$ cat config.mk
export PLATFORM = sky130hd
export DESIGN_NAME = carus_clk_gate_ctrl_flat
export DESIGN_NICKNAME = d
export VERILOG_FILES = /design/src/rtl/carus_clk_gate_ctrl_pkg.sv /design/src/rtl/carus_clk_gate_ctrl_if.sv /design/src/rtl/carus_clk_gate_ctrl_sat_cnt.sv /design/src/rtl/carus_clk_gate_ctrl.sv /design/src/flat_wrapper.sv
export SDC_FILE = /design/constraint.sdc
export NUM_CORES = 1
export LEC_CHECK = 0
export CORE_UTILIZATION = 58
export CTS_CLUSTER_DIAMETER = 150
export CTS_CLUSTER_SIZE = 10
export DETAILED_ROUTE_END_ITERATION = 10
export PLACE_DENSITY = 0.86
export SYNTH_ARGS = -nofsm -noshare
export SYNTH_HDL_FRONTEND = slang
export SYNTH_SLANG_ARGS = --single-unit
$ cat constraint.sdc
create_clock -name clk_i -period 3.1 [get_ports clk_i]
set_input_delay 0.775 -clock clk_i [delete_from_list [all_inputs] [get_ports clk_i]]
set_output_delay 0.775 -clock clk_i [all_outputs]
set_load 0.1 [all_outputs]
$ cat src/rtl/carus_clk_gate_ctrl_pkg.sv
// Shared types and defaults for the Carus clock-enable controller.
// States, parameter defaults and the wake counter width used by the controller.
package carus_cg_pkg;

    typedef enum logic [1:0] {
        RUN   = 2'd0,
        IDLE  = 2'd1,
        GATED = 2'd2,
        WAKE  = 2'd3
    } cg_state_e;

    localparam int DEF_IDLE_CNT_W  = 8;
    localparam int DEF_WAKE_CYCLES = 2;
    localparam int DEF_STAT_W      = 32;
    localparam int WAKE_CNT_W      = 4;

endpackage

$ cat src/rtl/carus_clk_gate_ctrl_if.sv
// System-bus request handshake into Carus.
// The bus side holds req_i until req_ready_o is seen high.
interface carus_clk_gate_ctrl_if;
    import carus_cg_pkg::*;

    logic req_i;
    logic req_ready_o;

    modport master (output req_i, input req_ready_o);
    modport slave  (input req_i, output req_ready_o);

endinterface

$ cat src/rtl/carus_clk_gate_ctrl_sat_cnt.sv
// Saturating up-counter with synchronous clear; clear wins over increment.
module carus_cg_sat_cnt #(
    parameter int W = 8
) (
    input  logic         clk_i,
    input  logic         rst_i,
    input  logic         clr_i,
    input  logic         inc_i,
    output logic [W-1:0] cnt_o
);

    logic [W-1:0] cnt_q;

    always_ff @(posedge clk_i or posedge rst_i) begin
        if (rst_i) begin
            cnt_q <= '0;
        end else if (clr_i) begin
            cnt_q <= '0;
        end else if (inc_i && (cnt_q != '1)) begin
            cnt_q <= cnt_q + W'(1);
        end
    end

    assign cnt_o = cnt_q;

endmodule

$ cat src/rtl/carus_clk_gate_ctrl.sv
// Clock-enable controller for Carus: gates the accelerator clock after a
// programmable idle period and stalls bus requests until it is running again.
module carus_clk_gate_ctrl
    import carus_cg_pkg::*;
#(
    parameter int IDLE_CNT_W  = DEF_IDLE_CNT_W,
    parameter int WAKE_CYCLES = DEF_WAKE_CYCLES,
    parameter int STAT_W      = DEF_STAT_W
) (
    input  logic                  clk_i,
    input  logic                  rst_i,
    input  logic                  cfg_en_i,
    input  logic [IDLE_CNT_W-1:0] cfg_idle_thr_i,
    input  logic                  busy_i,
    input  logic                  stat_clr_i,
    carus_clk_gate_ctrl_if.slave  bus,
    output logic                  clk_en_o,
    output logic                  gated_o,
    output logic [STAT_W-1:0]     gated_cycles_o
);

    localparam logic [WAKE_CNT_W-1:0] WAKE_LAST = WAKE_CNT_W'(WAKE_CYCLES - 1);

    if ((WAKE_CYCLES < 1) || (WAKE_CYCLES > 15)) begin : g_bad_wake_cycles
        $error("carus_clk_gate_ctrl: WAKE_CYCLES must be in 1..15");
    end

    cg_state_e             state_q, state_d;
    logic [WAKE_CNT_W-1:0] wake_cnt_q, wake_cnt_d;
    logic [IDLE_CNT_W-1:0] idle_cnt;
    logic                  clk_en_q;
    logic                  wake_evt;

    // A disabled controller counts as a wake source so the clock is forced on.
    assign wake_evt = bus.req_i | busy_i | ~cfg_en_i;

    always_comb begin
        state_d    = state_q;
        wake_cnt_d = '0;
        case (state_q)
            RUN: begin
                if (cfg_en_i && !busy_i && !bus.req_i) begin
                    state_d = IDLE;
                end
            end
            IDLE: begin
                if (wake_evt) begin
                    state_d = RUN;
                end else if (idle_cnt >= cfg_idle_thr_i) begin
                    state_d = GATED;
                end
            end
            GATED: begin
                if (wake_evt) begin
                    state_d = WAKE;
                end
            end
            WAKE: begin
                if (wake_cnt_q == WAKE_LAST) begin
                    state_d = RUN;
                end else begin
                    wake_cnt_d = wake_cnt_q + WAKE_CNT_W'(1);
                end
            end
            default: state_d = RUN;
        endcase
    end

    // The enable is registered from next-state so it changes on the same edge as the state.
    always_ff @(posedge clk_i or posedge rst_i) begin
        if (rst_i) begin
            state_q    <= RUN;
            wake_cnt_q <= '0;
            clk_en_q   <= 1'b1;
        end else begin
            state_q    <= state_d;
            wake_cnt_q <= wake_cnt_d;
            clk_en_q   <= (state_d != GATED);
        end
    end

    carus_cg_sat_cnt #(.W(IDLE_CNT_W)) u_idle_cnt (
        .clk_i (clk_i),
        .rst_i (rst_i),
        .clr_i ((state_q != IDLE) || (state_d != IDLE)),
        .inc_i (1'b1),
        .cnt_o (idle_cnt)
    );

    carus_cg_sat_cnt #(.W(STAT_W)) u_stat_cnt (
        .clk_i (clk_i),
        .rst_i (rst_i),
        .clr_i (stat_clr_i),
        .inc_i (state_q == GATED),
        .cnt_o (gated_cycles_o)
    );

    assign bus.req_ready_o = (state_q == RUN) || (state_q == IDLE);
    assign clk_en_o        = clk_en_q;
    assign gated_o         = (state_q == GATED);

endmodule
$ cat src/flat_wrapper.sv
// flat-port wrapper written by rule: the top's interface ports become plain ports
module carus_clk_gate_ctrl_flat import carus_cg_pkg::*;
#(
    parameter int IDLE_CNT_W  = DEF_IDLE_CNT_W,
    parameter int WAKE_CYCLES = DEF_WAKE_CYCLES,
    parameter int STAT_W      = DEF_STAT_W
)
  (clk_i, rst_i, cfg_en_i, cfg_idle_thr_i, busy_i, stat_clr_i, clk_en_o, gated_o, gated_cycles_o, bus_req_i, bus_req_ready_o);
  carus_clk_gate_ctrl_if bus_i ();
  input  logic clk_i;
  input  logic rst_i;
  input  logic cfg_en_i;
  input  logic [IDLE_CNT_W-1:0] cfg_idle_thr_i;
  input  logic busy_i;
  input  logic stat_clr_i;
  output logic clk_en_o;
  output logic gated_o;
  output logic [STAT_W-1:0] gated_cycles_o;
  input wire logic [$bits(bus_i.req_i)-1:0] bus_req_i;
  output wire logic [$bits(bus_i.req_ready_o)-1:0] bus_req_ready_o;
  assign bus_i.req_i = bus_req_i;
  assign bus_req_ready_o = bus_i.req_ready_o;
  carus_clk_gate_ctrl #(.IDLE_CNT_W(IDLE_CNT_W), .WAKE_CYCLES(WAKE_CYCLES), .STAT_W(STAT_W)) u_core (.clk_i(clk_i), .rst_i(rst_i), .cfg_en_i(cfg_en_i), .cfg_idle_thr_i(cfg_idle_thr_i), .busy_i(busy_i), .stat_clr_i(stat_clr_i), .bus(bus_i), .clk_en_o(clk_en_o), .gated_o(gated_o), .gated_cycles_o(gated_cycles_o));
endmodule
### Yosys cells after proc, flatten, opt, wreduce, memory -nomap -nowiden

Cells that the tools add are included.

| storage, ports and cells | value |
|---|---|
| register bits | 47 |
| output and inout bits | 35 |
| word-level logic and storage cells | 43 |
| bits of input ports | 14 |

| cells by class | value |
|---|---|
| mux-type cells | 12 |
| add/sub/neg operators | 3 |
| magnitude comparators | 1 |
| equal/unequal tests | 9 |
| reductions and logical operators | 10 |
| bitwise operators | 3 |

Operators with widths:

| kind | count |
|---|---|
| 32-bit two-way mux | 2 |
| 32-bit by 1-bit adder with 32-bit output, second input constant | 1 |
| 32-bit != test, second input constant | 1 |
| 8-bit two-way mux | 2 |
| 2-bit two-way mux | 5 |
| 8-bit by 1-bit adder with 8-bit output, second input constant | 1 |
| 8-bit greater-or-equal comparator | 1 |
| 4-bit two-way mux | 2 |
| 8-bit != test, second input constant | 1 |
| 2-bit one-hot mux with 4 select lines | 1 |
| 4-bit by 1-bit adder with 4-bit output, second input constant | 1 |
| 2-bit == test, second input constant | 2 |
| 4-bit by 1-bit == test with 1-bit output, second input constant | 1 |
| 2-bit by 1-bit != test with 1-bit output, second input constant | 2 |
| 2-bit nonzero test | 2 |
| 1-bit logical AND | 3 |
| 2-bit by 1-bit == test with 1-bit output, second input constant | 1 |
| 1-bit zero test | 2 |
| 2-bit zero test | 1 |
| 1-bit logical OR | 2 |
| 2-bit != test, second input constant | 1 |
| 1-bit bitwise OR | 2 |
| 1-bit inverter | 1 |

### Depth between registers and ports, before layout

| logic depth | value |
|---|---|
| word-level depth | 8 |
| gate-level depth with buffers | 8 |

### By module

Synthesis repeated with hierarchy kept, for this count alone.

| unflattened totals | value |
|---|---|
| cell total of the unflattened synthesis | 302 |
| area, all modules | 2,811.4 µm² |

By module, submodules not included:

| module | cells each | times used | area an instance (µm²) |
|---|---|---|---|
| carus_cg_sat_cnt at u_core.u_stat_cnt | 186 | 1 | 1,740.4 |
| carus_clk_gate_ctrl | 67 | 1 | 566.8 |
| carus_cg_sat_cnt at u_core.u_idle_cnt | 49 | 1 | 504.2 |

### Worst setup path before layout

Ideal clock, no wire load.

| timing | value |
|---|---|
| kind | flip-flop to flip-flop |
| start point | register u_core.u_stat_cnt.cnt_q[23], in the netlist u_core.u_stat_cnt.cnt_o[23] |
| end point | register u_core.u_stat_cnt.cnt_q[4], in the netlist u_core.u_stat_cnt.cnt_o[4] |
| clock period less this slack | 2.665 ns |
| library setup time | 0.125 ns |
| required time | 2.975 ns |
| path slack | 0.435 ns |
| arrival time | 2.540 ns |
| cell stages (with the launch flop) | 7 |
| path through | dfrtp_1 -> nand4_2 -> or4_4 -> nor2_8 -> buf_12 -> a21oi_2 -> mux2_4 |

| on the way | value |
|---|---|
| longest elaborated chain between the ends | 3 |

Ends and longest elaborated chain:

| what | line | text |
|---|---|---|
| start, declared | carus_clk_gate_ctrl_sat_cnt.sv:12 | `logic [W-1:0] cnt_q;` |
| start signal, assigned | carus_clk_gate_ctrl_sat_cnt.sv:20 | `cnt_q <= cnt_q + W'(1);` |
| 32-bit != test | carus_clk_gate_ctrl_sat_cnt.sv:19 | `end else if (inc_i && (cnt_q != '1)) begin` |
| 1-bit logical AND | carus_clk_gate_ctrl_sat_cnt.sv:19 |  |
| 2-bit nonzero test (no source line) | n/a |  |

No other way between the ends.
A chain may end at the register's enable or synchronous reset.

### Final worst setup path

| timing | value |
|---|---|
| start point | input port cfg_idle_thr_i[3] |
| end point | register u_core.u_idle_cnt.cnt_q[6], in the netlist u_core.u_idle_cnt.cnt_o[6] |

| on the way | value |
|---|---|
| longest elaborated chain between the ends | 7 |
| elaborated cells between the ends (all ways) | 8 |
| classes of those cells | order compare: 1; eq/ne: 1; mux: 4; reduce/logical: 2 |

Ends and longest elaborated chain:

| what | line | text |
|---|---|---|
| start, declared | flat_wrapper.sv:13 | `input logic [IDLE_CNT_W-1:0] cfg_idle_thr_i;` |
| 8-bit greater-or-equal comparator (*) | carus_clk_gate_ctrl.sv:49 | `end else if (idle_cnt >= cfg_idle_thr_i) begin` |
| 2-bit two-way mux (*) | carus_clk_gate_ctrl.sv:49 |  |
| 2-bit two-way mux (*) | carus_clk_gate_ctrl.sv:47 | `if (wake_evt) begin` |
| 2-bit one-hot mux with 4 select lines (*) | carus_clk_gate_ctrl.sv:40 | `case (state_q)` |
| 2-bit by 1-bit != test with 1-bit output (*) | carus_clk_gate_ctrl.sv:85 | `.clr_i ((state_q != IDLE) \|\| (state_d != IDLE)),` |
| 1-bit logical OR (*) | carus_clk_gate_ctrl.sv:85 |  |
| 8-bit two-way mux / 2-bit nonzero test (equally long branches) | n/a |  |
| end signal, assigned | carus_clk_gate_ctrl_sat_cnt.sv:20 |  |
| end, declared | carus_clk_gate_ctrl_sat_cnt.sv:12 |  |

Mark *: on every way between the ends. The rest lies on a longest branch, timed or not.

==> results.cfg <==
[layout]
antenna_cells = 0
syn2layout_area_growth_pct = 17.68
finish.instance_area_um2 = 3448
final_layout_size_suffix_gt1_share_pct = 20.45
final_net_count = 382
fillers = 384
final_util_pct = 72.05

[detailed_routing]
topRoutingLayerUsed = met4
ant_nets = 0
route.met3.wl_um = 200
detailedRoute.firstIterationViolations = 169
drtPass1Iterations = 4
met1Wirelength_mm = 2.867
met2_length_mm = 3.042
via_density = 5.809
drc_violations_left = 0
vias = 2463
wl_per_cell_um = 14.59
wirelength_mm = 6.188

[die]
rows = 25
io_pins = 49
floorplan.initialDensity_pct = 61.23
floorplan.die.height_um = 73.08
die_area_um2 = 5341
die_w_um = 73.08
floorplan.core_area_um2 = 4786

[sta]
rsz_0062_raised_after_global_routing = false
tightest_slew_ns = 0.7831
number_of_endpoints_failing_setup_at_the_final_stage = 0
setup_tns_ns = 0
layout_setup_ws_ns = 0.5418
report.final.hold_viol_count = 0
worst_slew_margin_rel_pct = 46.97
layout_worst_path_cycle_share_pct = 82.52
fmax_ghz = 0.3909
number_of_max_slew_violations_in_the_final_report = 0
finalWorstPathRequiredPeriod_ns = 2.558
final.setup_skew_ns = 0.004577

[critical_path]
critPathKind = in2reg
cpLargestDelayFamily = compound AO/OA/AOI/OAI gates
worst_path_largest_cell_delay_ns = 0.55
end_kind = flop
cp_cell_sequence = clkdlybuf4s50_1 -> inv_1 -> ha_1 -> a211oi_1 -> o21ai_0 -> a2111o_1 -> a311oi_1
crit_fanout = 8
timing.critical_path.slowest_stage_cell = a2111o_1
timing.critical_path.from_type = input pin
rr_worst_depth = 5
worstPathArrival_ns = 2.76
worstSetupPathDepth = 7
worst_ep_required_time_ns = 3.30
worstPathBufferInverterCount = 2

[synth]
number_of_synthesized_flops_with_an_enable_pin = 0
synth_nets = 338
gate_count_post_synth = 312
synth-warning-count = 0
synth.cell_area_um2 = 2930
yosysUniqueCellTypes = 47
ys_seq_elements = 47
post_synthesis_async_set_or_reset_flop_share_pct = 100.0
yosysSeqAreaShare_pct = 40.18
synth_top_flop_cell = dfrtp_1
syn-mean-instance-area_um2 = 9.392

[global_routing]
maximum_number_of_pins_on_one_net_before_global_route_repair = 48
global_route.overflow_total = 0
via_count_of_the_first_global_routing_pass = 2364
antenna_found_initial = 0
grt_use_total_pct = 25.53
first_pass_grt_wire_length_mm = 10.57

[power]
leakagePower_nw = 1.553
power_density_nw_per_um2 = 313.0
ir_worst_vdd_uv = 282.9

[placed_design]
place.port_buffers = 48
placement.cell_area_um2 = 3348
place.detailed.hpwl_mm = 4.429
detailedPlace.worstSlack_ns = 0.2245
gp_routability_congestion = 0.8122

[outcome]
status = finished, final reports clean

[clock_tree]
cts_resized = 0
cts_made_buffers = 5
cts_root_cell = clkbuf_8
tritoncts = built
clk_path_buf_depth = 2
clock-sinks = 47
cts_post_setup_buffers_inserted = 0
htree_levels = 2
worst_skew_pair.late_latency_ns = 0.30
clk_transition_reported_paths_ns = 0.09
cts_hold_buffers = 0

[min_path]
min_path_cells = 1
holdCritPathClass = reg2reg

[flow_run]
drv_cap = 0
-- worst paths after layout --
path | slack (ns) | to | start
min | 0.50 | u_core.wake_cnt_q[0] | u_core.wake_cnt_q[0]
max | 0.54 | u_core.u_idle_cnt.cnt_o[6] | cfg_idle_thr_i[3]
max in group asynchronous | 1.76 | u_core.u_stat_cnt.cnt_o[9] | rst_i
min reg2reg | 0.50 | u_core.wake_cnt_q[0] | u_core.wake_cnt_q[0]
min in group asynchronous | 0.95 | u_core.u_idle_cnt.cnt_o[0] | rst_i
max reg2reg | 0.75 | u_core.u_stat_cnt.cnt_o[0] | u_core.u_stat_cnt.cnt_o[10]
-- cells in the mapped netlist, types with 2 or more instances --
master | number | share of area (%)
mux2_2 | 4 | 1.5
a31oi_1 | 2 | 0.43
or4_1 | 10 | 2.6
nor4_1 | 2 | 0.43
mux2_4 | 8 | 4.1
and4_1 | 2 | 0.60
buf_2 | 4 | 0.68
a21o_1 | 2 | 0.51
nand3_1 | 17 | 2.9
nand2b_1 | 6 | 1.3
nand2_1 | 18 | 2.3
clkbuf_1 | 7 | 0.90
a311oi_1 | 2 | 0.60
xnor2_1 | 4 | 1.2
nand4_1 | 10 | 2.1
a211oi_1 | 3 | 0.77
xor2_1 | 4 | 1.2
ha_1 | 12 | 5.1
or3_1 | 6 | 1.3
nand4_2 | 2 | 0.85
mux2i_1 | 4 | 1.4
nor3_1 | 2 | 0.34
dfrtp_1 | 46 | 39
and2_1 | 3 | 0.64
and3_1 | 8 | 1.7
o21ai_0 | 7 | 1.2
a21oi_2 | 8 | 2.4
o31ai_1 | 10 | 2.6
nor2b_1 | 15 | 3.2
inv_1 | 13 | 1.7
nor2_1 | 33 | 4.2
a21oi_1 | 23 | 3.9
-- metal layers --
layer	up-vias	track usage, %
met4	0	9.586
met1	1191	33.24
li1	1218	-
met2	48	42.70
met3	6	4.144
met5	-	0
-- final cells by class --
| class | instances | area, um^2 | share of cell area (%) |
|---|---|---|---|
| Timing Repair Buffer | 50 | 407.9 | 11.83 |
| Tap cell | 67 | 83.83 | 2.431 |
| Clock buffer | 8 | 100.1 | 2.903 |
| Sequential cell | 47 | 1177 | 34.14 |
| Inverter | 14 | 52.55 | 1.524 |
| Multi-Input combinational cell | 238 | 1627 | 47.17 |
-- sequential cells by signal, summed over array words and instances, names as in the netlist --
register,flops
u_core.u_stat_cnt.cnt_o,32
u_core.u_idle_cnt.cnt_o,8
u_core.wake_cnt_q,4
u_core.state_q,2
u_core.clk_en_o,1
-- worst register-to-register path, stage by stage (launching register included) --
cell and delay (ns):
dfrtp_1 0.45, and4_1 0.29, and3_1 0.36, and3_1 0.62, a21oi_1 0.22, mux2_2 0.30
-- cell families (layout without fill, tap and decap cells) --
family          Yosys count  in the layout  share of synthesized area (%)
simple gates            140            140                          26.99
compound gates           62             62                          14.01
flops                    47             47                          40.18
buf+inv                  27             72                          4.313
mux                      16             16                          7.003
fa+ha+maj                12             12                          5.124
xor+xnor                  8              8                          2.391
-- per-stage QoR --
| step | hold WS [ns] | total power, mW | std cells |
|---|---|---|---|
| after floorplan | 0.4609 | 0.6616 | 312 |
| after global placement | 0.4826 | 0.6880 | 416 |
| after detailed placement | 0.4932 | 0.6900 | 416 |
| after CTS | 0.5052 | 1.094 | 424 |
| after global routing | 0.5305 | 1.117 | 424 |
| final | 0.5023 | 1.079 | 424 |
-- cells in the final DEF (no fill, tap or decap), types with 2 or more instances in the layout --
cell type	instances
nand2b_1	6
dfrtp_1	46
nor2b_1	15
a211oi_1	3
xor2_1	4
a311oi_1	2
nor3_1	2
nor2_1	33
nand2_1	18
a21oi_1	23
and2_1	3
or4_1	10
buf_4	37
nor4_1	2
nand4_2	2
a21o_1	2
mux2_2	4
ha_1	12
or3_1	6
and4_1	2
xnor2_1	4
a31oi_1	2
o31ai_1	10
inv_1	12
nand4_1	10
mux2i_1	4
mux2_4	8
a21oi_2	8
and3_1	8
clkdlybuf4s50_1	13
o21ai_0	7
nand3_1	17
clkbuf_8	7
-- power breakdown --
| group | internal (mW) | leakage (nW) | switching [mW] |
|---|---|---|---|
| Clock | 0.204 | 0.0515 | 0.199 |
| Combinational | 0.0255 | 0.849 | 0.0365 |
| Sequential | 0.614 | 0.653 | 0.00139 |
No activity file was read; power rests on OpenSTA's default activity.
